==> src/rtl/sha256_round_engine_param.sv <==
// SHA-256 compression engine: UNROLL rounds per clock over a 16-word sliding
// message schedule, with feed-forward add and chaining from its own digest.
module sha256_round_engine_param #(
    parameter int UNROLL = 1
) (
    input  logic         clk,
    input  logic         reset,
    input  logic         start,
    input  logic         first_block,
    input  logic [511:0] M_in,
    output logic         ready,
    output logic         busy,
    output logic         done,
    output logic [255:0] H_out
);
    localparam int         RUN_CYCLES = 64 / UNROLL;
    localparam logic [5:0] LAST_CNT   = 6'(RUN_CYCLES - 1);

    generate
        if (UNROLL != 1 && UNROLL != 2 && UNROLL != 4 && UNROLL != 8) begin : g_bad_unroll
            $error("sha256_round_engine_param: UNROLL must be 1, 2, 4 or 8");
        end
    endgenerate

    // Element 0 sits in the MSBs: a/H0 for hashes, word 0 for message blocks.
    typedef logic [0:7][31:0]  hash_t;
    typedef logic [0:15][31:0] block_t;
    typedef enum logic [1:0] {S_IDLE, S_RUN, S_FINAL} state_t;

    localparam hash_t IV = {32'h6a09e667, 32'hbb67ae85, 32'h3c6ef372, 32'ha54ff53a,
                            32'h510e527f, 32'h9b05688c, 32'h1f83d9ab, 32'h5be0cd19};

    localparam logic [31:0] K [64] = '{
        32'h428a2f98, 32'h71374491, 32'hb5c0fbcf, 32'he9b5dba5, 32'h3956c25b, 32'h59f111f1, 32'h923f82a4, 32'hab1c5ed5,
        32'hd807aa98, 32'h12835b01, 32'h243185be, 32'h550c7dc3, 32'h72be5d74, 32'h80deb1fe, 32'h9bdc06a7, 32'hc19bf174,
        32'he49b69c1, 32'hefbe4786, 32'h0fc19dc6, 32'h240ca1cc, 32'h2de92c6f, 32'h4a7484aa, 32'h5cb0a9dc, 32'h76f988da,
        32'h983e5152, 32'ha831c66d, 32'hb00327c8, 32'hbf597fc7, 32'hc6e00bf3, 32'hd5a79147, 32'h06ca6351, 32'h14292967,
        32'h27b70a85, 32'h2e1b2138, 32'h4d2c6dfc, 32'h53380d13, 32'h650a7354, 32'h766a0abb, 32'h81c2c92e, 32'h92722c85,
        32'ha2bfe8a1, 32'ha81a664b, 32'hc24b8b70, 32'hc76c51a3, 32'hd192e819, 32'hd6990624, 32'hf40e3585, 32'h106aa070,
        32'h19a4c116, 32'h1e376c08, 32'h2748774c, 32'h34b0bcb5, 32'h391c0cb3, 32'h4ed8aa4a, 32'h5b9cca4f, 32'h682e6ff3,
        32'h748f82ee, 32'h78a5636f, 32'h84c87814, 32'h8cc70208, 32'h90befffa, 32'ha4506ceb, 32'hbef9a3f7, 32'hc67178f2
    };

    function automatic logic [31:0] rotr(input logic [31:0] x, input int n);
        return (x >> n) | (x << (32 - n));
    endfunction

    function automatic logic [31:0] bsig0(input logic [31:0] x);
        return rotr(x, 2) ^ rotr(x, 13) ^ rotr(x, 22);
    endfunction

    function automatic logic [31:0] bsig1(input logic [31:0] x);
        return rotr(x, 6) ^ rotr(x, 11) ^ rotr(x, 25);
    endfunction

    function automatic logic [31:0] ssig0(input logic [31:0] x);
        return rotr(x, 7) ^ rotr(x, 18) ^ (x >> 3);
    endfunction

    function automatic logic [31:0] ssig1(input logic [31:0] x);
        return rotr(x, 17) ^ rotr(x, 19) ^ (x >> 10);
    endfunction

    // The window always holds W[t0..t0+15]; extend it by UNROLL words and slide.
    function automatic block_t next_window(input block_t w);
        logic [0:15+UNROLL][31:0] ext;
        // NOTE: blocking '=' inside functions and always_comb is intended: each
        // statement must see the value produced by the one before it.
        ext = {w, {UNROLL{32'h0}}};
        for (int j = 0; j < UNROLL; j++) begin
            ext[16+j] = ssig1(ext[14+j]) + ext[9+j] + ssig0(ext[1+j]) + ext[j];
        end
        return ext[UNROLL +: 16];
    endfunction

    function automatic hash_t run_rounds(input hash_t s, input block_t w, input logic [5:0] cnt);
        hash_t       r;
        logic [31:0] t1;
        logic [31:0] t2;
        r = s;
        for (int u = 0; u < UNROLL; u++) begin
            t1 = r[7] + bsig1(r[4]) + ((r[4] & r[5]) ^ (~r[4] & r[6]))
               + K[6'(int'(cnt) * UNROLL + u)] + w[u];
            t2 = bsig0(r[0]) + ((r[0] & r[1]) ^ (r[0] & r[2]) ^ (r[1] & r[2]));
            r  = {t1 + t2, r[0], r[1], r[2], r[3] + t1, r[4], r[5], r[6]};
        end
        return r;
    endfunction

    state_t     state_q, state_d;
    logic [5:0] cnt_q, cnt_d;
    hash_t      work_q, work_d;
    hash_t      chain_q, chain_d;
    hash_t      hout_q, hout_d;
    block_t     win_q, win_d;
    logic       done_q, done_d;

    always_comb begin
        // NOTE: every next-state signal gets a default before the case so no
        // path leaves one unassigned, which would infer a latch.
        state_d = state_q;
        cnt_d   = cnt_q;
        work_d  = work_q;
        chain_d = chain_q;
        hout_d  = hout_q;
        win_d   = win_q;
        done_d  = 1'b0;
        unique case (state_q)
            S_IDLE: begin
                if (start) begin
                    win_d   = M_in;
                    chain_d = first_block ? IV : hout_q;
                    work_d  = first_block ? IV : hout_q;
                    cnt_d   = '0;
                    state_d = S_RUN;
                end
            end
            S_RUN: begin
                work_d = run_rounds(work_q, win_q, cnt_q);
                win_d  = next_window(win_q);
                cnt_d  = cnt_q + 6'd1;
                if (cnt_q == LAST_CNT) state_d = S_FINAL;
            end
            S_FINAL: begin
                for (int i = 0; i < 8; i++) hout_d[i] = chain_q[i] + work_q[i];
                done_d  = 1'b1;
                state_d = S_IDLE;
            end
            default: state_d = S_IDLE;
        endcase
    end

    always_ff @(posedge clk or posedge reset) begin
        if (reset) begin
            state_q <= S_IDLE;
            cnt_q   <= '0;
            work_q  <= '0;
            chain_q <= '0;
            hout_q  <= '0;
            // NOTE: the schedule window is flops, not RAM, so it can and does
            // take a reset value along with the rest of the state.
            win_q   <= '0;
            done_q  <= 1'b0;
        end else begin
            state_q <= state_d;
            cnt_q   <= cnt_d;
            work_q  <= work_d;
            chain_q <= chain_d;
            hout_q  <= hout_d;
            win_q   <= win_d;
            done_q  <= done_d;
        end
    end

    assign ready = (state_q == S_IDLE);
    assign busy  = (state_q == S_RUN) || (state_q == S_FINAL);
    assign done  = done_q;
    assign H_out = hout_q;

endmodule

==> config.mk <==
export PLATFORM = sky130hd
export DESIGN_NAME = sha256_round_engine_param
export DESIGN_NICKNAME = d
export VERILOG_FILES = /design/src/rtl/sha256_round_engine_param.sv
export SDC_FILE = /design/constraint.sdc
export NUM_CORES = 2
export LEC_CHECK = 0
export CAP_MARGIN = 20
export CORE_MARGIN = 2
export CORE_UTILIZATION = 60
export CTS_CLUSTER_SIZE = 20
export DETAILED_ROUTE_END_ITERATION = 8
export GPL_TIMING_DRIVEN = 0
export PLACE_DENSITY = 0.83
export SKIP_LAST_GASP = 1
export SLEW_MARGIN = 20
export SYNTH_ARGS = -nofsm -noshare
export SYNTH_HDL_FRONTEND = slang
export SYNTH_SLANG_ARGS = --single-unit
==> constraint.sdc <==
create_clock -name clk -period 81.1 [get_ports clk]
set_clock_uncertainty 0.15 [all_clocks]
set_input_delay 8.11 -clock clk [delete_from_list [all_inputs] [get_ports clk]]
set_output_delay 8.11 -clock clk [all_outputs]
set_load 0.01 [all_outputs]
==> results.yml <==
outcome:
  status: "finished, violations left"
  violations: "DRC"
timing:
  finalCritPeriodShare: 0.152
  fmax_mhz: 81.3
  hold_violations: 0
  period_needed_ns: 12.31
  slew_violations: 0
  fin_setup_tns_ns: 0
  finalSetupViolations: 0
  finalWorstSetupSlack_ns: 68.79
  slew_headroom: 0.112
  hold_ws_ns: 0.327
  rsz0062_at_grt: "no"
  worstMarginPinSlew_ns: 1.33
floorplanning:
  coreArea_sq_um: 137000
  ioPinCount: 775
  die_h_microns: 376
  die_area_sq_um: 141000
  fp.dieW_microns: 376
  start_util: 0.604
  rows: 136
cells_and_area:
  drive_above_1_share: 0.0643
  area_growth_pct: 19.4
  multi_input_area_sq_um: 46700
  nFillCells: 9716
  nNetsFinal: 11143
  seqCellArea_sq_um: 32300
hold_path:
  min_from: "win_q[128]"
  hold_class: "reg -> reg"
  min_to: "win_q[128]"
  whs_path_depth: 2
yosys:
  synth_top_area_cell: "dfrtp_1"
  netlist_top_cells_count: "dfrtp_1 (1289), nand2_1 (1285), o21ai_0 (1204)"
  synth_ff_type: "dfrtp_1"
  netlist_instances: 9083
  postSynth.asyncResetShare: 1.00
  syn-cell-area_sq_um: 82900
  synth.area.top_cells: "dfrtp_1 (39%), o21ai_0 (7.3%), mux2i_1 (6.2%)"
  synth_most_common_cell: "dfrtp_1"
  synth.yosys.seq_area_share: 0.389
  yosys_warnings: 0
  synth.avg_cell_area_sq_um: 9.13
  synth.ff_latch_count: 1289
  synth-edff-count: 0
  synthDistinctLibCells: 92
  synth.top_cell.area_share: 0.389
  syn_nets: 10194
critical_path:
  critPathMaxStageDelay_ns: 0.89
  critPathKind: "in -> reg"
  r2r_slack_ns: 69.40
  cp_max_fo: 10
  r2r-start: "cnt_q[1]"
  cp-start-kind: "input port"
  worstSetupEndpointType: "register"
  cp_slowest_cell: "a21oi_2"
  cp_data_required_time_ns: 81.68
  worst-r2r-cell-count: 35
  cp.arrival_ns: 12.89
  cp_cell_sequence: "clkdlybuf4s50_1, and2_1, clkbuf_1, a21oi_2, clkbuf_1, clkbuf_2, buf_16, clkbuf_2, buf_2, nand2_1, o21ai_0"
  r2r_end: "work_q[254]"
detailed_routing:
  drtPass1Iterations: 9
  drtIter0Drc: 11890
  drt.antenna.violating_nets: 0
  vias_per_cell: 6.83
  routed-wl-met2_mm: 160
  vias: 82032
  met3_length_mm: 57.7
  post_drt_wl_per_cell_microns: 32.9
  drc: 23
  highest_layer: "met5"
  wl_met1_mm: 129
  drt_wl_total_mm: 395
place:
  gp_congestion: 1.12
  post-place-ws_ns: 68.48
  hpwl_mm: 301
  port_buffers: 773
global_route:
  antenna_found_initial: 94
  first_global_vias: 80359
  grt_use_total: 0.550
  grt_max_degree: 112
  grt-ovfl-total: 0
  grt_pass1_wl_mm: 557
clock_tree:
  cts_tree: "built"
  clockBufferDepth: 3
  h-tree-depth: 4
  cts_resized: 0
  cts_sinks: 1289
  clock_latency_ns: 0.85
  numCtsBuffers: 145
  clk_pin_slew_worst_paths_ns: 0.06
  cts-root-buf: "clkbuf_16"
  ctsHoldBuffers: 0
  post_cts_buffers: 0
flow_run:
  cap_violations: 0
-- cell families (layout without fill, tap and decap cells) --
kind of cell    Yosys count  count (layout)  synth area share
flops                  1289            1289             0.389
other cells               0              66                 0
simple gates           2324            2324             0.120
compound gates         2386            2386             0.168
fa+ha+maj               598             598             0.108
mux                     827             827             0.105
xor+xnor                583             583            0.0617
buf+inv                1076            2145            0.0487
-- area by class of cell --
| cell class | count | area share |
|---|---|---|
| Multi-Input combinational cell | 6718 | 0.471 |
| Sequential cell | 1289 | 0.326 |
| Timing Repair Buffer | 802 | 0.0853 |
| Clock buffer | 208 | 0.0423 |
| Tap cell | 1794 | 0.0227 |
| Buffer | 565 | 0.0219 |
| Inverter | 511 | 0.0194 |
| Clock inverter | 59 | 0.00974 |
| Antenna cell | 66 | 0.00167 |
-- critical path: cells and delay by family --
family / cells / cell delay [ns]
AO/OA/AOI/OAI: 2 / 1.02
buffers and inverters: 7 / 3.40
AND/OR/NAND/NOR: 2 / 0.34
-- registers in the layout, summed over array words and instances, names as in the netlist --
signal	count
win_q	512
H_out	256
chain_q	256
work_q	256
cnt_q	6
state_q	2
done	1
-- placed cells by master, fill, tap and decap left out, types with 311 or more instances in the layout --
cell | netlist | layout
xnor2_1 | 370 | 370
ha_1 | 398 | 398
clkdlybuf4s50_1 | 0 | 773
clkbuf_1 | 521 | 519
mux2_2 | 311 | 311
nor2_1 | 508 | 507
inv_1 | 509 | 508
nand2_1 | 1285 | 1285
a21oi_1 | 500 | 498
mux2i_1 | 513 | 513
dfrtp_1 | 1289 | 1289
o21ai_0 | 1204 | 1204
-- through the flow --
stage / instances / instance area [sq um] / utilization
2_1_floorplan: 9083 / 82900 / -
3_3_place_gp: 11650 / 92900 / 0.677
3_5_place_dp: 11677 / 93700 / 0.682
4_1_cts: 11944 / 98800 / 0.720
5_1_grt: 11990 / 99000 / 0.721
6_report: 12012 / 99000 / 0.721
-- per-layer routing --
metal | vias to the layer above | global-route usage
met5 | - | 0.00720
met4 | 48 | 0.516
met3 | 2422 | 0.227
met2 | 7273 | 0.779
met1 | 39141 | 0.625
li1 | 33148 | -
-- how the worst max path moves through the flow --
stage                from         end  slack, ns  cells past startpoint
detailed placement  start    cnt_q[0]      68.48                     11
global placement    reset  H_out[219]      22.82                      2
global route        start  win_q[318]      68.98                     11
CTS                 start  work_q[33]      69.31                     10
floorplan           reset    H_out[0]      36.51                      1
finish              start  win_q[318]      68.79                     11
Power is not shown: default switching activity piles up to over one toggle a cycle in this logic, so the estimate is an artifact.
